==> config.mk <==
export PLATFORM = sky130hd
export DESIGN_NAME = multi_channel_one_shot
export DESIGN_NICKNAME = d
export VERILOG_FILES = /design/src/rtl/multi_channel_one_shot.sv
export SDC_FILE = /design/constraint.sdc
export NUM_CORES = 1
export LEC_CHECK = 0
export CAP_MARGIN = 40
export CELL_PAD_IN_SITES_DETAIL_PLACEMENT = 0
export CELL_PAD_IN_SITES_GLOBAL_PLACEMENT = 1
export CORE_ASPECT_RATIO = 1.5
export CORE_MARGIN = 1
export CORE_UTILIZATION = 28
export CTS_CLUSTER_SIZE = 40
export DETAILED_ROUTE_END_ITERATION = 8
export HOLD_SLACK_MARGIN = 0.1
export MAX_ROUTING_LAYER = met4
export PLACE_DENSITY_LB_ADDON = 0.2
export SYNTH_ARGS = -nofsm -noshare
export SYNTH_HDL_FRONTEND = slang
export SYNTH_SLANG_ARGS = --single-unit
export TNS_END_PERCENT = 5
==> constraint.sdc <==
create_clock -name CLOCK -period 1 [get_ports CLOCK]
set_input_delay 0.1 -clock CLOCK [delete_from_list [all_inputs] [get_ports CLOCK]]
set_output_delay 0.1 -clock CLOCK [all_outputs]
set_load 0.01 [all_outputs]
==> src/rtl/multi_channel_one_shot.sv <==
// ---------------------------------------------------------------------------
// multi_channel_one_shot
//
// Purpose:
//   N-channel clocked one-shot. Each channel synchronises an asynchronous
//   input, watches for a selectable edge (off / rising / falling / both) and
//   emits a pulse PULSE_WIDTH clock cycles long for every accepted edge.
//   Used as the shared front end for buttons, paddle switches and sync
//   strobes.
//
// Optional feature:
//   ONESHOT_DEBOUNCE_EN - when defined, a per-channel debounce filter sits
//   between the synchroniser and the edge detector. The filtered level only
//   follows the input after it has differed for DEBOUNCE_CYC consecutive
//   cycles. Left undefined, there is no filter and DEBOUNCE_CYC is only
//   folded into the arming delay calculation (with a zero weight).
//
// Ports:
//   CLOCK         in   1           system clock, all logic on posedge
//   Reset         in   1           synchronous, active-high
//   InputPulse    in   CHANNELS    asynchronous inputs, one bit per channel
//   Mode          in   2*CHANNELS  Mode[2ch+1:2ch]: 00 off, 01 rise, 10 fall, 11 both
//   ClearOverrun  in   CHANNELS    level-sensitive clear of sticky Overrun
//   OneShot       out  CHANNELS    registered pulse outputs
//   Busy          out  CHANNELS    registered, high while the pulse counter is nonzero
//   Overrun       out  CHANNELS    sticky, edge seen during an active pulse (RETRIGGER=0)
// ---------------------------------------------------------------------------
module multi_channel_one_shot #(
  parameter int CHANNELS     = 4,
  parameter int SYNC_STAGES  = 2,
  parameter int PULSE_WIDTH  = 1,
  parameter int RETRIGGER    = 0,
  parameter int DEBOUNCE_CYC = 16
) (
  input  logic                  CLOCK,
  input  logic                  Reset,
  input  logic [CHANNELS-1:0]   InputPulse,
  input  logic [2*CHANNELS-1:0] Mode,
  input  logic [CHANNELS-1:0]   ClearOverrun,
  output logic [CHANNELS-1:0]   OneShot,
  output logic [CHANNELS-1:0]   Busy,
  output logic [CHANNELS-1:0]   Overrun
);

`ifdef ONESHOT_DEBOUNCE_EN
  localparam int DEBOUNCE_ON = 1;
`else
  localparam int DEBOUNCE_ON = 0;
`endif

  localparam int CW = $clog2(PULSE_WIDTH + 1);
  localparam logic [CW-1:0] PW_VAL = CW'(PULSE_WIDTH);
  localparam int ARM_CYCLES = SYNC_STAGES + 1 + DEBOUNCE_ON * DEBOUNCE_CYC;
  localparam int AW = $clog2(ARM_CYCLES + 1);

  logic [SYNC_STAGES-1:0] syncChain [CHANNELS];
  logic [CHANNELS-1:0]    syncOut;
  logic [CHANNELS-1:0]    edgeLevel;
  logic [CHANNELS-1:0]    prevLevel;
  logic [CHANNELS-1:0]    edgeHit;
  logic [CHANNELS-1:0]    overrunSet;
  logic [CW-1:0]          cnt [CHANNELS];
  logic [CW-1:0]          cntNext [CHANNELS];
  logic [AW-1:0]          armCnt;
  logic                   armed;

  // Synchroniser chain per channel. Bit 0 takes the raw input and each
  // posedge shifts it one stage towards the MSB, which is the synchronised
  // level. Written as a shift so a single-stage chain needs no special case.
  always_ff @(posedge CLOCK) begin
    for (int ch = 0; ch < CHANNELS; ch++) begin
      if (Reset) begin
        syncChain[ch] <= '0;
      end else begin
        syncChain[ch] <= (syncChain[ch] << 1) | SYNC_STAGES'(InputPulse[ch]);
      end
    end
  end

  // Pick the synchronised level out of each chain.
  always_comb begin
    syncOut = '0;
    for (int ch = 0; ch < CHANNELS; ch++) begin
      syncOut[ch] = syncChain[ch][SYNC_STAGES-1];
    end
  end

`ifdef ONESHOT_DEBOUNCE_EN
  localparam int DW = $clog2(DEBOUNCE_CYC + 1);

  logic [DW-1:0]       dbCnt [CHANNELS];
  logic [CHANNELS-1:0] filtLevel;

  // Debounce filter. The counter tracks how many consecutive cycles the
  // synchronised input has disagreed with the filtered level; any cycle of
  // agreement (a glitch ending) throws the count away. Only a full run of
  // DEBOUNCE_CYC disagreeing cycles moves the filtered level.
  always_ff @(posedge CLOCK) begin
    for (int ch = 0; ch < CHANNELS; ch++) begin
      if (Reset) begin
        dbCnt[ch]     <= '0;
        filtLevel[ch] <= 1'b0;
      end else if (syncOut[ch] != filtLevel[ch]) begin
        if (dbCnt[ch] == DW'(DEBOUNCE_CYC - 1)) begin
          filtLevel[ch] <= syncOut[ch];
          dbCnt[ch]     <= '0;
        end else begin
          dbCnt[ch] <= dbCnt[ch] + DW'(1);
        end
      end else begin
        dbCnt[ch] <= '0;
      end
    end
  end

  assign edgeLevel = filtLevel;
`else
  assign edgeLevel = syncOut;
`endif

  // Arming after reset. The synchroniser (and filter, if present) starts at
  // zero, so a level already high at reset would otherwise look like a
  // rising edge once it propagates. Edges are ignored until the pipeline
  // has had time to fill and prevLevel has caught up with it.
  always_ff @(posedge CLOCK) begin
    if (Reset) begin
      armCnt <= '0;
      armed  <= 1'b0;
    end else begin
      if (!armed) begin
        armCnt <= armCnt + AW'(1);
      end
      if (armCnt == AW'(ARM_CYCLES - 1)) begin
        armed <= 1'b1;
      end
    end
  end

  // Previous level register for the edge detector. It runs during arming
  // too, which is what lets a level present at reset settle silently.
  always_ff @(posedge CLOCK) begin
    if (Reset) begin
      prevLevel <= '0;
    end else begin
      prevLevel <= edgeLevel;
    end
  end

  // Edge detection and pulse counter next-state. An edge on an idle channel
  // loads the full width. An edge on an active channel, including its last
  // cycle, either reloads the count (RETRIGGER) or is dropped and flagged as
  // an overrun. Mode is used directly and only matters at edge evaluation,
  // so switching a channel off never truncates a pulse already running.
  always_comb begin
    edgeHit    = '0;
    overrunSet = '0;
    for (int ch = 0; ch < CHANNELS; ch++) begin
      cntNext[ch] = cnt[ch];
      edgeHit[ch] = armed &
                    (((edgeLevel[ch] & ~prevLevel[ch]) & Mode[2*ch]) |
                     ((~edgeLevel[ch] & prevLevel[ch]) & Mode[2*ch+1]));
      if (edgeHit[ch]) begin
        if ((cnt[ch] == '0) || (RETRIGGER != 0)) begin
          cntNext[ch] = PW_VAL;
        end else begin
          cntNext[ch]    = cnt[ch] - CW'(1);
          overrunSet[ch] = 1'b1;
        end
      end else if (cnt[ch] != '0) begin
        cntNext[ch] = cnt[ch] - CW'(1);
      end
    end
  end

  // Counter and output registers. OneShot and Busy are registered from the
  // next counter value so they line up with the counter being nonzero. A
  // new overrun outranks a clear requested in the same cycle.
  always_ff @(posedge CLOCK) begin
    for (int ch = 0; ch < CHANNELS; ch++) begin
      if (Reset) begin
        cnt[ch]     <= '0;
        OneShot[ch] <= 1'b0;
        Busy[ch]    <= 1'b0;
        Overrun[ch] <= 1'b0;
      end else begin
        cnt[ch]     <= cntNext[ch];
        OneShot[ch] <= (cntNext[ch] != '0);
        Busy[ch]    <= (cntNext[ch] != '0);
        Overrun[ch] <= overrunSet[ch] | (Overrun[ch] & ~ClearOverrun[ch]);
      end
    end
  end

endmodule

Word-level counts from Yosys, hierarchy flattened
Memories as Yosys holds them, arrays and structs flattened.
Cells that the tools add are included.
Cells by class
  $add $sub $neg: 5
  eq/ne operators: 1
  muxes and demuxes: 31
  bitwise gates (word level): 56
Operators with widths (number)
  two-way mux 1 bit: 27
  AND 1 bit: 24
  OR 1 bit: 16
  NOT 1 bit: 12
  two-way mux 2 bit: 4
  OR 2 x 1 -> 2 bit: 4
  subtractor 1 bit, second input constant: 4
  adder 2 x 1 -> 2 bit, second input constant: 1
  equality test 2 bit, second input constant: 1
Storage, ports and cells
  bits in registers: 15
  memory bits (writable): 12
  input bits: 18
  output and inout port bits: 12
  logic and storage cells: 100
  memories: 2
Memories
  syncChain: words 4, width 2, rd ports 4, clocked after memory_dff 0, write ports 4, RTL line 56  | logic [SYNC_STAGES-1:0] syncChain [CHANNELS];
  cnt: words 4, width 1, rd ports 4, clocked after memory_dff 0, write ports 4, RTL line 62  | logic [CW-1:0] cnt [CHANNELS];

Longest topological paths before layout
  word-level depth: 7
  depth in mapped cells: 5

Worst setup path before layout
Ideal clock, no wire load.
  path type: reg-to-reg
  start: register armCnt[0]
  end: register armCnt[1]
  setup time: 0.118 ns
  arrival time: 0.797 ns
  required time: 0.882 ns
  path slack: 0.085 ns
  cell stages (with the launch flop): 6
  path through: dfxtp_1 -> inv_1 -> ha_1 -> nor2_1 -> a21oi_1 -> nor2_1
On the way
  cells in the longest elaborated chain, start to end: 1
RTL lines
  start, declared: RTL line 64  | logic [AW-1:0] armCnt;
  start signal, assigned: RTL line 131  | armCnt <= armCnt + AW'(1);
  adder 2 x 1 -> 2 bit: RTL line 131
No other way between the ends.
A chain may end at the register's enable or synchronous reset.

Final worst setup path
  start: register Busy[1]
  end: output port Busy[1]
RTL lines
  start, declared: RTL line 41  | output logic [CHANNELS-1:0] Busy,
  start signal, assigned by index: RTL line 188  | Busy[ch] <= (cntNext[ch] != '0);
No word-level cell between the ends.

==> flow_summary.toml <==
[outcome]
status = "completed"

[setup_path]
r2r_setup_slack_ps = 40
startpoint = "Busy[1]"
critPathBufInv = 1
cp_cell_sequence = "dlygate4sd2_1"
path_class = "reg -> out"
crit_family = "flip-flops"
worstSetupStartpointType = "flip-flop"
r2r-start = "armCnt[0]"
cp.required_ps = 900
r2r_cells = 5
cp-end-kind = "primary output"
arrival_ps = 880
crit_path_top_delay_cell = "dfxtp_1"
rr_endpoint = "armCnt[1]"
path_max_fanout = 3
cp_slowest_stage_delay_ps = 350

[job]
maxCapViolCount = 0

[routing]
via_count = 625
vias_per_cell = 4.19
drt_iter0_markers = 5
dr.pass1.iters = 4
wl_mm = 1.51
drc = 0
postRouteAntennaNets = 0
wl_per_cell_um = 10.1

[timing]
slew_headroom_pct = 82.7
skew_ps = 0.743
final-hold-violation-count = 0
worst_slew_pin_slew_ps = 259
drv_slew = 0
fin_crit_sh_pct = 98.0
finalSetupViolCount = 0
hold_ws_ps = 390
rsz0062_at_grt = "yes"
period_minus_slack_ps = 980
max_freq_ghz = 1.02

[yosys]
ys_warn_count = 0
synthesis.nets = 97
ys_seq_elements = 23
yosysUniqueCellTypes = 20
syn_avg_cell_area_um2 = 10.5
seq_area_frac_synth_pct = 56.1
synthesis.area_um2 = 821
syn_inst = 78

[min_path]
hold_class = "in -> reg"
hold_path.startpoint = "InputPulse[2]"
min_path_cells = 2
hold_path_end = "syncChain[2][0]"

[clock_network]
ctsHoldBuffers = 0
cts_max_path_buffers = 2
cts_buffers = 3
postCtsResizedCells = 13
insertion_delay_ps = 250
cts_sinks = 23
cts-root-buf = "clkbuf_8"
clkTransAtPathRegs_ps = 80
htreeDepth = 1
cts_tree = "yes"
postCtsSetupBuffers = 0

[place]
numPlacedInstances = 145
dp_hpwl_mm = 1.17
io_buffer_count = 29
placed_area_um2 = 1170
place.gp.congestion = 0.671

[layout]
area_growth_pct = 45.3
final_cell_count_no_fill = 149
diodes = 0
final_cell_area_um2 = 1190
nNetsFinal = 132
layout-drive-gt1-share_pct = 19.6

[pwr]
p_leak_nw = 0.477
p_per_area_nw_per_um2 = 1590
power.share.clock_pct = 29.5
switching_share_pct = 23.8
ir_drop_uv = 1270
p_seq_share_pct = 55.7
p_comb_share_pct = 14.8
internal_power_mw = 1.44
p_switching_mw = 0.450

[global_routing]
grt_pass1_wl_mm = 2.35
grt_pass1_vias = 597
grt_overflow = 0
antenna_found_initial = 0
grtUsageTotal_pct = 10.8
grt_max_degree = 13

[die]
die-height_um = 68.3
design.portCount = 30
start_util_pct = 30.0
dieWidth_um = 46.2
fp-row-count = 23
core-area_um2 = 2730
die_area_um2 = 3160
kinds of logic (layout without fill, tap and decap cells):
| kind of cell | count (synthesis) | after routing | share of synthesized area (%) |
|---|---|---|---|
| adder cells (fa/ha/maj) | 1 | 1 | 1.52 |
| AO/OA/AOI/OAI | 9 | 9 | 9.91 |
| flip-flops | 23 | 23 | 56.1 |
| AND/OR/NAND/NOR | 35 | 35 | 25.2 |
| buffers and inverters | 9 | 43 | 6.25 |
| XOR/XNOR | 1 | 1 | 1.07 |
state kept, by name, summed over array words and instances, names as in the netlist:
name,cells
armed,1
cnt,2
armCnt,2
Busy,2
prevLevel,4
syncChain,8
Overrun,4
cells in the mapped netlist, drive strengths merged:
cell type / count / share of area (%)
a21oi: 1 / 0.61
a31o: 2 / 2.1
and2b: 1 / 1.2
buf: 6 / 4.9
dfxtp: 23 / 56
ha: 1 / 1.5
inv: 3 / 1.4
nand2: 7 / 3.2
nand2b: 1 / 1.7
nand3b: 3 / 2.7
nor2: 5 / 2.3
nor2b: 12 / 9.1
nor3: 2 / 1.2
nor3b: 4 / 3.7
o21a: 1 / 0.91
o21ai: 2 / 1.2
o22a: 1 / 1.1
o32ai: 2 / 4.0
xor2: 1 / 1.1
metal layers:
| layer | track usage [%] | vias up | wire length (um) |
|---|---|---|---|
| met5 | - | - | 0 |
| met4 | 6.62 | 0 | 22 |
| met3 | 2.64 | 2 | 94 |
| met2 | 17.1 | 19 | 748 |
| met1 | 11.9 | 286 | 640 |
| li1 | - | 318 | - |
cells in the final DEF (no fill, tap or decap), drive strengths merged, types with 4 or more instances in the layout:
| master | n |
|---|---|
| clkbuf | 8 |
| dlygate4sd2 | 4 |
| nand2 | 7 |
| clkdlybuf4s50 | 17 |
| nor2 | 5 |
| dfxtp | 23 |
| clkdlybuf4s15 | 4 |
| buf | 7 |
| nor3b | 4 |
| nor2b | 12 |
worst reg2reg max path, delay by kind of cell (launching register included):
family | cells | cell delay, ps
buf+inv | 1 | 40
simple gates | 2 | 90
flops | 1 | 340
fa+ha+maj | 1 | 270
compound gates | 1 | 120
per-stage QoR:
step / util (%) / TNS, ps / total power [mW] / worst slack (ps)
3_5_place_dp: 42.8 / -1490 / 1.36 / -159
2_1_floorplan: - / 0 / 1.23 / 84.8
3_3_place_gp: 42.8 / -1440 / 1.34 / -156
4_1_cts: 43.9 / 0 / 1.91 / 1.42
5_1_grt: 43.6 / -60.5 / 2.01 / -20.2
6_report: 43.6 / 0 / 1.89 / 19.9
layout make-up:
type / count / area, um^2
Tap cell: 37 / 46.3
Fill cell: 283 / 1540
Multi-Input combinational cell: 46 / 309
Clock buffer: 4 / 45.0
Sequential cell: 23 / 463
Timing Repair Buffer: 36 / 318
Inverter: 3 / 11.3
how the worst max path moves through the flow:
stage / to / slack, ps / cells past startpoint
2_1_floorplan: armCnt[1] / 80 / 5
3_3_place_gp: Overrun[0] / -160 / 3
3_5_place_dp: Overrun[0] / -160 / 3
4_1_cts: Busy[0] / 1 / 1
5_1_grt: OneShot[1] / -20 / 1
6_report: Busy[1] / 20 / 1
power groups by stage:
stage                     clock network (mW)  registers, mW  logic [mW]
after floorplan                            0           1.06       0.167
after global placement                     0           1.07       0.271
after detailed placement                   0           1.07       0.287
after CTS                              0.581           1.05       0.285
after global routing                   0.620           1.07       0.320
final                                  0.557           1.05       0.280
(Power assumes the default switching activity.)
